==> src/rtl/serial_adder.sv <==
// Bit-serial add/subtract unit: one full-adder cell is reused over WIDTH cycles, LSB first,
// with a start/busy/done handshake and registered sum, carry-out and signed overflow.
module serial_adder #(
    parameter int WIDTH = 8
) (
    input  logic             clk,
    input  logic             rst,
    input  logic             start,
    input  logic [WIDTH-1:0] a,
    input  logic [WIDTH-1:0] b,
    input  logic             c_in,
    input  logic             sub,
    output logic             busy,
    output logic             done,
    output logic [WIDTH-1:0] sum,
    output logic             c_out,
    output logic             overflow
);

    localparam int CW = (WIDTH > 1) ? $clog2(WIDTH) : 1;
    localparam logic [CW-1:0] LAST_BIT = CW'(WIDTH - 1);

    typedef enum logic [1:0] {
        IDLE = 2'd0,
        RUN  = 2'd1,
        DONE = 2'd2
    } state_t;

    state_t           state_q, state_d;
    logic [WIDTH-1:0] a_q, a_d;
    logic [WIDTH-1:0] b_q, b_d;
    logic             carry_q, carry_d;
    logic [WIDTH-2:0] res_q, res_d;
    logic [CW-1:0]    cnt_q, cnt_d;
    logic [WIDTH-1:0] sum_q, sum_d;
    logic             c_out_q, c_out_d;
    logic             ovf_q, ovf_d;
    logic             busy_q, busy_d;
    logic             done_q, done_d;

    logic             bit_s;
    logic             bit_c;
    logic [WIDTH-1:0] shifted;

    always_comb begin
        state_d = state_q;
        a_d     = a_q;
        b_d     = b_q;
        carry_d = carry_q;
        res_d   = res_q;
        cnt_d   = cnt_q;
        sum_d   = sum_q;
        c_out_d = c_out_q;
        ovf_d   = ovf_q;

        bit_s   = a_q[0] ^ b_q[0] ^ carry_q;
        bit_c   = (a_q[0] & b_q[0]) | (a_q[0] & carry_q) | (b_q[0] & carry_q);
        shifted = {bit_s, res_q};

        unique case (state_q)
            IDLE, DONE: begin
                if (start) begin
                    a_d     = a;
                    b_d     = sub ? ~b : b;
                    carry_d = sub ? 1'b1 : c_in;
                    res_d   = '0;
                    cnt_d   = '0;
                    state_d = RUN;
                end else begin
                    state_d = IDLE;
                end
            end
            RUN: begin
                a_d     = a_q >> 1;
                b_d     = b_q >> 1;
                carry_d = bit_c;
                res_d   = shifted[WIDTH-1:1];
                cnt_d   = cnt_q + CW'(1);
                // On the MSB cycle carry_q is the carry into the MSB, so no separate c_msb flop is needed.
                if (cnt_q == LAST_BIT) begin
                    state_d = DONE;
                    sum_d   = shifted;
                    c_out_d = bit_c;
                    ovf_d   = carry_q ^ bit_c;
                end
            end
            default: state_d = IDLE;
        endcase

        busy_d = (state_d == RUN);
        done_d = (state_d == DONE);
    end

    always_ff @(posedge clk) begin
        if (rst) begin
            state_q <= IDLE;
            a_q     <= '0;
            b_q     <= '0;
            carry_q <= 1'b0;
            res_q   <= '0;
            cnt_q   <= '0;
            sum_q   <= '0;
            c_out_q <= 1'b0;
            ovf_q   <= 1'b0;
            busy_q  <= 1'b0;
            done_q  <= 1'b0;
        end else begin
            state_q <= state_d;
            a_q     <= a_d;
            b_q     <= b_d;
            carry_q <= carry_d;
            res_q   <= res_d;
            cnt_q   <= cnt_d;
            sum_q   <= sum_d;
            c_out_q <= c_out_d;
            ovf_q   <= ovf_d;
            busy_q  <= busy_d;
            done_q  <= done_d;
        end
    end

    assign busy     = busy_q;
    assign done     = done_q;
    assign sum      = sum_q;
    assign c_out    = c_out_q;
    assign overflow = ovf_q;

endmodule

==> config.mk <==
export PLATFORM = sky130hd
export DESIGN_NAME = serial_adder
export DESIGN_NICKNAME = d
export VERILOG_FILES = /design/src/rtl/serial_adder.sv
export SDC_FILE = /design/constraint.sdc
export NUM_CORES = 1
export LEC_CHECK = 0
export CORE_ASPECT_RATIO = 1.4
export CORE_MARGIN = 3
export CORE_UTILIZATION = 40
export DETAILED_ROUTE_END_ITERATION = 8
export PLACE_DENSITY = 0.65
export SETUP_SLACK_MARGIN = 0.02
export SLEW_MARGIN = 20
export SYNTH_ARGS = -nofsm -noshare
export SYNTH_HDL_FRONTEND = slang
export SYNTH_SLANG_ARGS = --single-unit
==> constraint.sdc <==
create_clock -name clk -period 1.3 [get_ports clk]
set_clock_uncertainty 0.05 [all_clocks]
set_input_delay 0.13 -clock clk [delete_from_list [all_inputs] [get_ports clk]]
set_output_delay 0.13 -clock clk [all_outputs]
set_load 0.02 [all_outputs]
Yosys cells after proc, flatten, opt, wreduce, memory -nomap -nowiden
Cells that the tools add are included.

cells by class
  magnitude comparators = 0
  add/sub/neg operators = 1
  multiply operators = 0
  shift operators = 0
  reductions and logical operators = 5
  bitwise operators = 9
  eq/ne operators = 6
  div/mod/pow operators = 0
  mux-type cells = 15

operator list
  operator                                                          number
  8-bit case mux with 2 select lines                                2
  8-bit 2-to-1 mux                                                  3
  7-bit case mux with 2 select lines                                1
  8-bit NOT                                                         1
  7-bit 2-to-1 mux                                                  1
  3-bit case mux with 2 select lines                                1
  2-bit by 1-bit == test with 1-bit output (second input constant)  2
  2-bit == test (second input constant)                             2
  2-bit case mux with 2 select lines                                1
  2-bit AND reduction                                               2
  3-bit by 1-bit adder with 3-bit output (second input constant)    1
  1-bit AND                                                         3
  3-bit == test (second input constant)                             1
  1-bit 2-to-1 mux                                                  3
  3-bit 2-to-1 mux                                                  1
  1-bit bitwise XOR                                                 3
  2-bit logical NOT                                                 1
  2-bit 2-to-1 mux                                                  1
  2-bit != test (second input constant)                             1
  1-bit OR                                                          2
  1-bit case mux with 2 select lines                                1
  2-bit nonzero test                                                1
  2-bit OR reduction                                                1

storage, ports and cells
  bits in latches = 0
  bits in writable memories = 0
  output and inout port bits = 12
  memories = 0
  register bits after elaboration = 41
  ROM bits = 0

Depth between registers and ports, before layout
Gate-level depths: netlist (run 1).

  word-level depth = 4
  gate-level depth with buffers = 6

Worst setup path before layout (run 1)
OpenSTA, ideal clock, no wires.

  kind = flip-flop to flip-flop
  start point = register cnt_q[0]
  end point = register c_out_q, in the netlist c_out
  slack = -50 ps
  required time = 1164 ps
  buffers on the path = 1
  stages on the path, launching flop included = 6
  setup time = 86 ps
  arrival time = 1215 ps
  path through = dfxtp_1 ha_1 ha_1 and3b_1 buf_2 a211oi_1

on the way
  word-level cells in the longest chain between the ends = 2

RTL lines
  what                           line  text
  start, declared                34    logic [CW-1:0] cnt_q, cnt_d;
  start signal, assigned         113   cnt_q <= cnt_d;
  3-bit == test                  80    if (cnt_q == LAST_BIT) begin
  2-bit AND reduction (no line)  n/a
  end signal, assigned           115   c_out_q <= c_out_d;
  end, declared                  36    logic c_out_q, c_out_d;

Every way passes these cells.
A chain may end at the register's enable or synchronous reset.

Worst setup path after layout (run 1)
  start point = register cnt_q[1]
  end point = register c_out_q, in the netlist c_out

Same word-level chain as after synthesis.

==> impl_summary.txt, run 1 <==
----------------------------------------------------
[Routing]
  First-pass iteration count of the detailed router ... 4
  Post-detailed-route wirelength per cell ... roughly 13 microns
  DRC errors left ... 0
  Via total after detailed routing ... roughly 1500
  Ratio of routed vias to standard cells ... between 5 and 6
  Post-DRT Antenna Nets ... 0
  First DRT Iteration DRCs ... 50
  WL final ... between 3000 and 4000 microns

[Yosys]
  Yosys Warn Count ... 0
  Mean cell area of the mapped netlist ... around 8.6 sq um
  Synthesized instance count ... 194
  Part of the Yosys area used for sequential elements ... 48.96%
  Synthesized Nets ... between 200 and 250
  Combined area of all synthesized cells ... 1677 sq um
  Number of synthesized register bits ... 41
  Count of unique library cells instantiated by Yosys ... 24

[Final layout]
  Ant diodes ... 0
  Footprint of the multi-input gates ... just under 900 sq um
  Most frequent cells in the layout ... dfxtp_1 (36), nand3_1 (27), a21oi_1 (26)
  Number of filler cells placed in the layout ... 360
  Final cell utilization of the core ... about three fifths
  FF/Latch Area ... around 830 sq um
  Layout cells sized above 1 ... approximately 25%
  Count of nets after finishing ... ~260
  Final Non-Filler Cells ... around 280
  Fin area ... 2349 sq um
  Commonest non-fill, non-tap cell in the layout ... dfxtp_1
  Layout overhead on the synthesized area ... 40.07%

[Placed design]
  Cell Count Post-Placement ... 270
  Gpl congestion ... slightly above 0.7
  Cell area reported after detailed placement ... between 2000 and 2500 sq um
  Estimated wirelength of the detail-placed design ... roughly 2300 microns
  I/O Buffers ... 32

[Timing]
  Headroom to the max-slew limit ... about 85%
  RSZ-0062 raised after global routing ... true
  Number of slew-limit violations in the final report ... 0
  Fraction of the cycle the final worst path needs ... 100.8%
  Post-layout minimum cycle time ... between 1000 and 1500 ps
  Final hold viol count ... 0
  Setup WS post-layout ... -10.21 ps
  Final number of setup-violating endpoints ... 1
  Upper clock frequency limit ... about 760 MHz
  Measured slew at the worst slew-check pin ... between 200 and 250 ps

[Clock tree]
  Depth of the CTS H-tree ... 2
  TritonCTS clock tree ... yes
  Post-CTS Setup Repair Bufs ... 0
  Number of clock buffers inserted by TritonCTS ... 5
  Register clock-pin slew on the reported worst setup and hold paths ... approximately 80 ps
  Maximum buffer depth of the clock tree ... 2
  Sink count of the clock tree ... ~40
  CTS root buffer ... clkbuf_8
  Insertion delay of the later-clocked pin in the worst-skew pair ... about 290 ps

[Floorplanning]
  CORE AREA ... about 4000 sq um
  Total die area ... approximately 5000 sq um
  Width of the chip ... 60.72 microns
  Starting Density ... between 40% and 50%
  Count of pins on the block boundary ... 33
  Die Height ... 82.60 microns
  Number of standard-cell rows in the floorplan ... 27

[Setup path]
  Number of buffer and inverter stages on the critical path ... 1
  Top cell family by delay on the critical path ... flip-flops
  Cell seen most often among critical-path stages ... ha_4
  Cell Chain, Critical Path ... ha_4, ha_4, and3b_2, buf_6, a211oi_2
  Worst R2R Setup Slack ... -10 ps
  Setup CP Type ... reg -> reg
  Crit end category ... register
  Biggest fanout along the worst timing path ... 5
  Slowest Stage Delay on Critical Path ... 340 ps
  Slowest cell on the critical path ... dfxtp_2
  Worst path required time ... roughly 1500 ps
  Startpoint Class ... register
  Arrival time of data at the critical path endpoint ... between 1000 and 1500 ps

[Hold path]
  Hold WC Path Type ... in -> reg

[Outcome]
  Violations in the final reports ... negative setup slack
  Run status ... finished, violations left

[Global routing]
  Via count of the first global-routing pass ... approximately 1300
  Number of antenna violations at the first check in global routing ... 0
  Total global routing track utilization ... roughly 15%
  First-pass GRT wire length ... ~5800 microns
  Largest net degree at the start of global routing ... 42
  Remaining Overflow, GRT ... 0

[Power and ir drop]
  Power density over the cells ... around 1100 nW/um^2
  VDD IR max ... about 0.0009 V
  Leakage component of the power ... slightly above 0.9 nW
  Total power ... ~0.0026 W

[Job]
  # Max-Cap Violations ... 0

----------------------------------------------------
## metrics by stage
stage	setup TNS (ps)	hold WS, ps	setup WS, ps
floorplan	0	216.0	29.43
global placement	-173.5	392.7	-89.22
detailed placement	-610.9	398.6	-110.2
CTS	-27.93	327.8	-8.106
global route	-319.6	360.9	-55.80
finish	-10.21	332.3	-10.21
## cells by family after synthesis
kind of cell | after synthesis | synth area share, %
simple gates | 68 | 18.73
compound gates | 53 | 18.58
flops | 41 | 48.96
xor+xnor | 9 | 4.702
fa+ha+maj | 3 | 2.686
buf+inv | 20 | 6.343
## metal layers
layer | GRT usage [%] | share of wire, % | up-vias
met4 | 4.338 | 0.80 | 0
met1 | 17.29 | 42 | 705
met5 | 0 | 0 | -
met3 | 5.132 | 4.8 | 4
li1 | - | - | 748
met2 | 27.09 | 53 | 46
## repair_timing
| item | CTS | global route |
|---|---|---|
| hold buffers | 0 | 0 |
| gates resized for setup | 27 | 22 |
| endpoints found under the setup margin | 23 | 12 |
| gates cloned | 1 | 0 |
| pin swaps | 4 | 6 |
## where the power goes
part	switching [W]	total, W	internal [W]
clock	0.000425	0.000905	0.000480
sequential	0.0000300	0.00134	0.00131
combinational	0.000188	0.000386	0.000198
## cell type report
class	count	area share, %
Inverter	3	0.4795
Timing Repair Buffer	51	20.78
Sequential cell	41	35.22
Tap cell	43	2.291
Multi-Input combinational cell	133	36.92
Clock buffer	7	4.102
Clock inverter	1	0.2131
## flip-flops by register name, indices dropped and copies added, names as in the netlist
name	count
a_q	8
b_q	8
sum	8
res_q	7
cnt_q	3
state_q	2
busy	1
c_out	1
carry_q	1
done	1
overflow	1
## worst reg2reg max path, cell delays in order (launching register included)
cell,delay [ps]
dfxtp_2,340
ha_4,160
ha_4,150
and3b_2,230
buf_6,140
a211oi_2,170
## synth_stat cells
| cell type | number | area (sq um) |
|---|---|---|
| a211oi_1 | 2 | 15.01 |
| a21oi_1 | 35 | 175.2 |
| a22oi_1 | 14 | 105.1 |
| and2b_1 | 1 | 7.510 |
| and3b_1 | 1 | 8.760 |
| buf_2 | 6 | 30.03 |
| buf_4 | 4 | 30.03 |
| buf_6 | 1 | 11.26 |
| clkbuf_1 | 5 | 18.77 |
| clkbuf_2 | 1 | 5.000 |
| dfxtp_1 | 41 | 820.8 |
| fa_1 | 1 | 20.02 |
| ha_1 | 2 | 25.02 |
| inv_1 | 3 | 11.26 |
| nand2_1 | 26 | 97.59 |
| nand2b_1 | 4 | 25.02 |
| nand3_1 | 27 | 135.1 |
| nand3b_1 | 1 | 7.510 |
| nor2_1 | 7 | 26.28 |
| nor2b_1 | 1 | 6.260 |
| o21a_1 | 1 | 7.510 |
| o22a_1 | 1 | 8.760 |
| xnor2_1 | 1 | 8.760 |
| xor2_1 | 8 | 70.07 |
## path summary, 6_finish.rpt
path | startpoint | end | cells after the start
hold / removal | a[7] | a_q[7] | 3
setup reg to reg | cnt_q[1] | c_out | 5
hold reg to reg | sum[0] | sum[0] | 2
setup / recovery | cnt_q[1] | c_out | 5
No activity file was read; power rests on OpenSTA's default activity.
==> run 2, diff against run 1 <==
--- a/config.mk
+++ b/config.mk
@@ -5,11 +5,12 @@
 export SDC_FILE = /design/constraint.sdc
 export NUM_CORES = 1
 export LEC_CHECK = 0
-export CORE_ASPECT_RATIO = 1.4
+export ABC_AREA = 1
+export CORE_ASPECT_RATIO = 1.2
 export CORE_MARGIN = 3
 export CORE_UTILIZATION = 40
 export DETAILED_ROUTE_END_ITERATION = 8
-export PLACE_DENSITY = 0.65
+export PLACE_DENSITY = 0.64
 export SETUP_SLACK_MARGIN = 0.02
 export SLEW_MARGIN = 20
 export SYNTH_ARGS = -nofsm -noshare
==> run 2 against run 1 <==
  * Cell area increased by 7.6%
  * Global-route usage down 0.42 points
  * Sequential cell count did not move
  * The flow still finishes with violations (negative setup slack)
  * Power decreased by 1.3%
  * Critical path type unchanged
  * Clock power shrank 9.5%
  * Sequential share of layout area down 2.5 points
  * Register-to-register slack got worse by 30 ps
==> impl_summary.txt, run 2 <==
----------------------------------------------------
[Yosys]
  Synthesized Nets ... 281 (+29%)
  Most used DFF post-synth ... dfxtp_1
  Count of unique library cells instantiated by Yosys ... 23 (-4.2%)
  Synthesized instance count ... 257 (+32%)
  Share of flip-flops with an asynchronous set or reset after synthesis ... 0% (unchanged)
  Mean cell area of the mapped netlist ... 7.322 sq um (-15%)
  Post-synth top area share ... 43.62% (-5.3 points)
  Number of enable flip-flop cells after synthesis ... 0 (unchanged)
  Number of synthesized register bits ... 41 (unchanged)
  Largest cells by area after synthesis ... dfxtp_1 (44%), nand2_1 (17%), nand3_1 (7.7%)
  Combined area of all synthesized cells ... 1882 sq um (+12%)
  Part of the Yosys area used for sequential elements ... 43.62% (-5.3 points)
  Most frequent cell after synthesis ... nand2_1
  Leading cell types by count after synthesis ... nand2_1 (86), dfxtp_1 (41), inv_1 (32)
  Yosys Warn Count ... 0 (unchanged)
  Cell taking the most area after synthesis ... dfxtp_1

[Hold path]
  Hold-critical path depth ... 3 (unchanged)
  Hold path startpoint ... a[7]
  Worst Hold End ... a_q[7]
  Hold WC Path Type ... in -> reg

[Final layout]
  Footprint of the multi-input gates ... 905.9 sq um (+4.5%)
  Count of nets after finishing ... 331 (+28%)
  Most frequent cells in the layout ... nand2_1 (81), dfxtp_1 (37), inv_1 (28)
  Ant diodes ... 0 (unchanged)
  Commonest non-fill, non-tap cell in the layout ... nand2_1
  FF/Latch Area ... 825.8 sq um (-0.15%)
  Layout overhead on the synthesized area ... 34.31%
  Final Non-Filler Cells ... 364 (+30%)
  Layout cells sized above 1 ... 25.00% (unchanged)
  Number of filler cells placed in the layout ... 428 (+19%)

[Setup path]
  Cell Chain, Critical Path ... ha_4, ha_4, inv_4, nor2_4, clkinv_4, nor2_1, nor2_1
  Launching point of the worst reg2reg path ... cnt_q[0]
  Reg2Reg Capture Point ... sum[0]
  Biggest fanout along the worst timing path ... 5 (unchanged)
  Slowest Stage Delay on Critical Path ... 370 ps (+30 ps)
  Slowest cell on the critical path ... dfxtp_2
  Setup CP Type ... reg -> reg
  R2R depth ... 7 (+2)
  Worst R2R Setup Slack ... -40 ps (-30 ps)
  Crit end category ... register
  Startpoint Class ... register
  Arrival time of data at the critical path endpoint ... 1480 ps (about the same)
  Worst path required time ... 1440 ps (-20 ps)

[Routing]
  DRC errors left ... 0 (unchanged)
  First DRT Iteration DRCs ... 89 (+78%)
  First-pass iteration count of the detailed router ... 5 (+1)
  Ratio of routed vias to standard cells ... 4.555 (-15%)
  WL final ... 3951 microns (+9.2%)
  Post-detailed-route wirelength per cell ... 10.85 microns (-16%)
  Via total after detailed routing ... 1658 (+10%)
  Post-DRT Antenna Nets ... 0 (unchanged)

[Clock tree]
  CTS root buffer ... clkbuf_8
  Insertion delay of the later-clocked pin in the worst-skew pair ... 300 ps (about the same)
  Maximum buffer depth of the clock tree ... 2 (unchanged)
  TritonCTS clock tree ... yes
  Depth of the CTS H-tree ... 2 (unchanged)
  Sink count of the clock tree ... 41 (unchanged)
  Hold buffer count at CTS ... 0 (unchanged)
  Register clock-pin slew on the reported worst setup and hold paths ... 80 ps (about the same)
  Number of clock buffers inserted by TritonCTS ... 5 (unchanged)

[Placed design]
  Cell Count Post-Placement ... 352 (+30%)
  Estimated wirelength of the detail-placed design ... 2648 microns (+14%)
  Gpl congestion ... 0.7525 (+3.4%)
  Worst slack at placement ... -104.9 ps (+5.316 ps)
  I/O Buffers ... 32 (unchanged)

[Outcome]
  Run status ... finished, violations left
  Violations in the final reports ... negative setup slack

[Floorplanning]
  Die Height ... 81.14 microns (-1.8%)
  Number of standard-cell rows in the floorplan ... 26 (-3.7%)
  Starting Density ... 42.85% (+0.79 points)
  Width of the chip ... 68.62 microns (+13%)
  Total die area ... 5567 sq um (+11%)
  CORE AREA ... 4392 sq um (+10%)
  Count of pins on the block boundary ... 33 (unchanged)

[Timing]
  Setup WS post-layout ... -43.64 ps (-33.43 ps)
  Fraction of the cycle the final worst path needs ... 103.4% (+2.6 points)
  Final hold viol count ... 0 (unchanged)
  Post-layout minimum cycle time ... 1344 ps (+33.43 ps)
  Measured slew at the worst slew-check pin ... 326.1 ps (+101.1 ps)
  RSZ-0062 raised after global routing ... true
  Setup Total Neg Slack ... -290.7 ps (-280.5 ps)
  Number of slew-limit violations in the final report ... 0 (unchanged)
  Upper clock frequency limit ... 744.2 MHz (-2.5%)
  Final number of setup-violating endpoints ... 12 (+11)
  Headroom to the max-slew limit ... 78.23% (-6.8 points)

[Power and ir drop]
  Power density over the cells ... 1027 nW/um^2 (-8.3%)
  VDD IR max ... 0.0006868 V (-22%)
  Total power ... 0.002596 W (-1.3%)
  Leakage component of the power ... 1.197 nW (+31%)

[Global routing]
  First-pass GRT wire length ... 6327 microns (+9.3%)
  Via count of the first global-routing pass ... 1440 (+9.5%)
  Largest net degree at the start of global routing ... 25 (-40%)
  Total global routing track utilization ... 14.95% (-0.42 points)
  Remaining Overflow, GRT ... 0 (unchanged)
  Number of antenna violations at the first check in global routing ... 0 (unchanged)

[Job]
  # Max-Cap Violations ... 0 (unchanged)

----------------------------------------------------
==> run 2: layout make-up <==
type / instances / area share (%)
multi-input cells: 170 / 35.84
flip-flops and latches: 41 / 32.67
repair buffers: 52 / 19.01
inverters: 36 / 6.040
well taps: 56 / 2.772
clock buffers: 5 / 2.723
clock inverters: 3 / 0.6931
repair inverters: 1 / 0.2475
==> run 2: report_power, final <==
part	internal (W)	switching (W)	leakage, nW
Combinational	0.000204	0.000228	0.817
Clock	0.000371	0.000449	0.0439
Sequential	0.00131	0.0000344	0.336
==> run 2: layer usage <==
layer	track usage (%)	vias up	share of wire, %
met1	19.60	727	49
met3	3.320	8	4.6
met4	7.157	0	2.4
li1	-	887	-
met2	22.92	36	44
met5	0	-	0
==> run 2: kinds of logic after synthesis <==
family | after synthesis | synth area share, %
compound gates | 26 | 8.511
buf+inv | 46 | 11.57
flops | 41 | 43.62
simple gates | 140 | 33.44
xor+xnor | 1 | 0.4655
fa+ha+maj | 3 | 2.393
==> run 2: how the worst max path moves through the flow <==
stage / from / end / slack, ps / cells past startpoint
2_1_floorplan: b_q[0] / res_q[6] / 40 / 4
3_3_place_gp: start / a_q[2] / -90 / 7
6_report: cnt_q[0] / sum[0] / -40 / 7
3_5_place_dp: start / res_q[1] / -100 / 7
4_1_cts: a_q[0] / res_q[6] / -30 / 4
5_1_grt: cnt_q[0] / overflow / -110 / 7
==> run 2: repair_timing <==
item | CTS | global route
setup endpoints to repair | 22 | 23
resized for setup | 19 | 25
hold endpoints to repair | 0 | 0
pin swaps | 4 | 4
gates cloned | 0 | 1
buffers inserted | 0 | 3
==> run 2: worst max-delay path: cells and delay by family, from the launching register on <==
kind                     cells  cell delay, ps
flip-flops                   1             370
adder cells (fa/ha/maj)      2             280
buffers and inverters        2             160
AND/OR/NAND/NOR              3             380
==> run 2: stage by stage <==
stage	hold slack, ps	cell area [sq um]	util, %
after floorplan	227.4	1883	-
after global placement	388.8	2346	53.42
after detailed placement	408.5	2346	53.42
after CTS	338.9	2431	55.36
after global routing	383.7	2527	57.55
final	340.1	2527	57.55
==> run 3, diff against run 2 <==
--- a/config.mk
+++ b/config.mk
@@ -7,12 +7,11 @@
 export LEC_CHECK = 0
 export ABC_AREA = 1
 export CORE_ASPECT_RATIO = 1.2
-export CORE_MARGIN = 3
+export CORE_MARGIN = 5
 export CORE_UTILIZATION = 40
 export DETAILED_ROUTE_END_ITERATION = 8
 export PLACE_DENSITY = 0.64
 export SETUP_SLACK_MARGIN = 0.02
-export SLEW_MARGIN = 20
 export SYNTH_ARGS = -nofsm -noshare
 export SYNTH_HDL_FRONTEND = slang
 export SYNTH_SLANG_ARGS = --single-unit
==> run 3 against run 2 <==
  * Clock power down 2.7%
  * Largest power group unchanged
  * Setup slack better by 39 ps
  * The run still ends with negative setup slack left
  * Non-clock buffer count down 2
  * Via count unchanged
==> impl_summary.txt, run 3 (synthesis results as in run 2) <==
----------------------------------------------------
[Setup path]
  Arrival time of data at the critical path endpoint ... 1480 ps (about the same)
  Worst R2R Setup Slack ... -5 ps (+40 ps)
  Biggest fanout along the worst timing path ... 2 (-3)
  Startpoint Class ... register
  Worst path required time ... 1480 ps (+40 ps)
  Crit end category ... register
  Setup CP Type ... reg -> reg

[Clock tree]
  Register clock-pin slew on the reported worst setup and hold paths ... 80 ps (about the same)
  Number of clock buffers inserted by TritonCTS ... 5 (unchanged)
  Insertion delay of the later-clocked pin in the worst-skew pair ... 290 ps (about the same)
  CTS root buffer ... clkbuf_8
  Sink count of the clock tree ... 41 (unchanged)
  Depth of the CTS H-tree ... 2 (unchanged)
  TritonCTS clock tree ... yes
  Maximum buffer depth of the clock tree ... 2 (unchanged)

[Timing]
  Setup WS post-layout ... -4.678 ps (+38.96 ps)
  Final hold viol count ... 0 (unchanged)
  Measured slew at the worst slew-check pin ... 243.8 ps (-82.28 ps)
  Hold slack final ... 358.3 ps (+18.22 ps)
  Number of slew-limit violations in the final report ... 0 (unchanged)
  Fraction of the cycle the final worst path needs ... 100.4% (-3.0 points)
  RSZ-0062 raised after global routing ... true
  Upper clock frequency limit ... 766.5 MHz (+3.0%)
  Headroom to the max-slew limit ... 83.57% (+5.3 points)
  Post-layout minimum cycle time ... 1305 ps (-38.96 ps)
  Final number of setup-violating endpoints ... 1 (-11)

[Routing]
  Ratio of routed vias to standard cells ... 4.567 (+0.28%)
  DRC errors left ... 0 (unchanged)
  WL final ... 3949 microns (about the same)
  Post-detailed-route wirelength per cell ... 10.88 microns (+0.22%)
  First-pass iteration count of the detailed router ... 4 (-1)
  Post-DRT Antenna Nets ... 0 (unchanged)
  Via total after detailed routing ... 1658 (unchanged)
  First DRT Iteration DRCs ... 97 (+9.0%)

[Floorplanning]
  Width of the chip ... 72.62 microns (+5.8%)
  Die Height ... 85.14 microns (+4.9%)
  Total die area ... 6182 sq um (+11%)
  Count of pins on the block boundary ... 33 (unchanged)
  Number of standard-cell rows in the floorplan ... 27 (+3.8%)
  Starting Density ... 41.26% (-1.6 points)
  CORE AREA ... 4561 sq um (+3.8%)

[Final layout]
  Count of nets after finishing ... 328 (-0.91%)
  Layout cells sized above 1 ... 23.93% (-1.1 points)
  Final Non-Filler Cells ... 363 (-0.27%)
  Most frequent cells in the layout ... nand2_1 (79), dfxtp_1 (36), nand3_1 (29)
  Layout overhead on the synthesized area ... 33.51%
  Commonest non-fill, non-tap cell in the layout ... nand2_1
  Ant diodes ... 0 (unchanged)

[Job]
  # Max-Cap Violations ... 0 (unchanged)

[Global routing]
  Total global routing track utilization ... 13.75% (-1.2 points)
  Via count of the first global-routing pass ... 1504 (+4.4%)
  Largest net degree at the start of global routing ... 25 (unchanged)
  First-pass GRT wire length ... 6762 microns (+6.9%)
  Remaining Overflow, GRT ... 0 (unchanged)
  Number of antenna violations at the first check in global routing ... 0 (unchanged)

[Power and ir drop]
  VDD IR max ... 0.0007829 V (+14%)
  Power density over the cells ... 1025 nW/um^2 (-0.21%)
  Leakage component of the power ... 1.226 nW (+2.4%)

[Outcome]
  Run status ... finished, violations left
  Violations in the final reports ... negative setup slack

[Placed design]
  Cell Count Post-Placement ... 354 (+0.57%)
  Gpl congestion ... 0.8113 (+7.8%)
  I/O Buffers ... 32 (unchanged)
  Estimated wirelength of the detail-placed design ... 2770 microns (+4.6%)

[Hold path]
  Hold WC Path Type ... in -> reg

----------------------------------------------------
-- run 3: where the power goes --
group	leakage, nW	switching [W]	internal [W]	total, W
combinational	0.844	0.000228	0.000206	0.000434
clock	0.0450	0.000425	0.000372	0.000797
sequential	0.336	0.0000335	0.00131	0.00134
total	1.23	0.000687	0.00189	0.00257
-- run 3: critical path, stage by stage (launching register included) --
cell	delay, ps
dfxtp_2	340
inv_2	50
fa_2	460
or2_1	240
a21oi_1	110
-- run 3: path summary, 6_finish.rpt --
path | cells after the start | from | to
worst max-delay path | 4 | carry_q | res_q[6]
worst min-delay path | 3 | a[7] | a_q[7]
worst max register to register | 4 | carry_q | res_q[6]
worst min register to register | 2 | sum[1] | sum[1]
-- run 3: final cells by class --
class                   instances  area, sq um
multi-input cells             170        907.1
flip-flops and latches         41        829.5
well taps                      58        72.57
clock buffers                   6        72.57
clock inverters                 2        10.01
fillers                       461         2048
inverters                      36        155.1
repair buffers                 50        465.4
-- run 3: per-layer routing --
metal / global-route usage (%) / part of all wire [%] / vias up
li1: - / - / 882
met1: 17.27 / 45 / 744
met2: 22.17 / 49 / 27
met3: 3.555 / 4.5 / 5
met4: 5.537 / 1.7 / 0
met5: 0 / 0 / -
-- run 3: what timing repair did --
item,CTS,global route
setup endpoints to repair,23,24
setup buffers,1,0
pin swaps,2,5
hold buffers,0,0
gates resized for setup,22,22
-- run 3: stage by stage --
step	cell area [sq um]	setup WS (ps)	util [%]	TNS [ps]	total power, W
finish	2512	-4.678	55.09	-4.678	0.002575
CTS	2442	3.392	53.55	0	0.002597
floorplan	1883	35.97	-	0	0.001634
detailed placement	2349	-108.5	51.50	-2271	0.001793
global placement	2349	-89.43	51.50	-1800	0.001789
global route	2512	-45.82	55.09	-168.4	0.002719
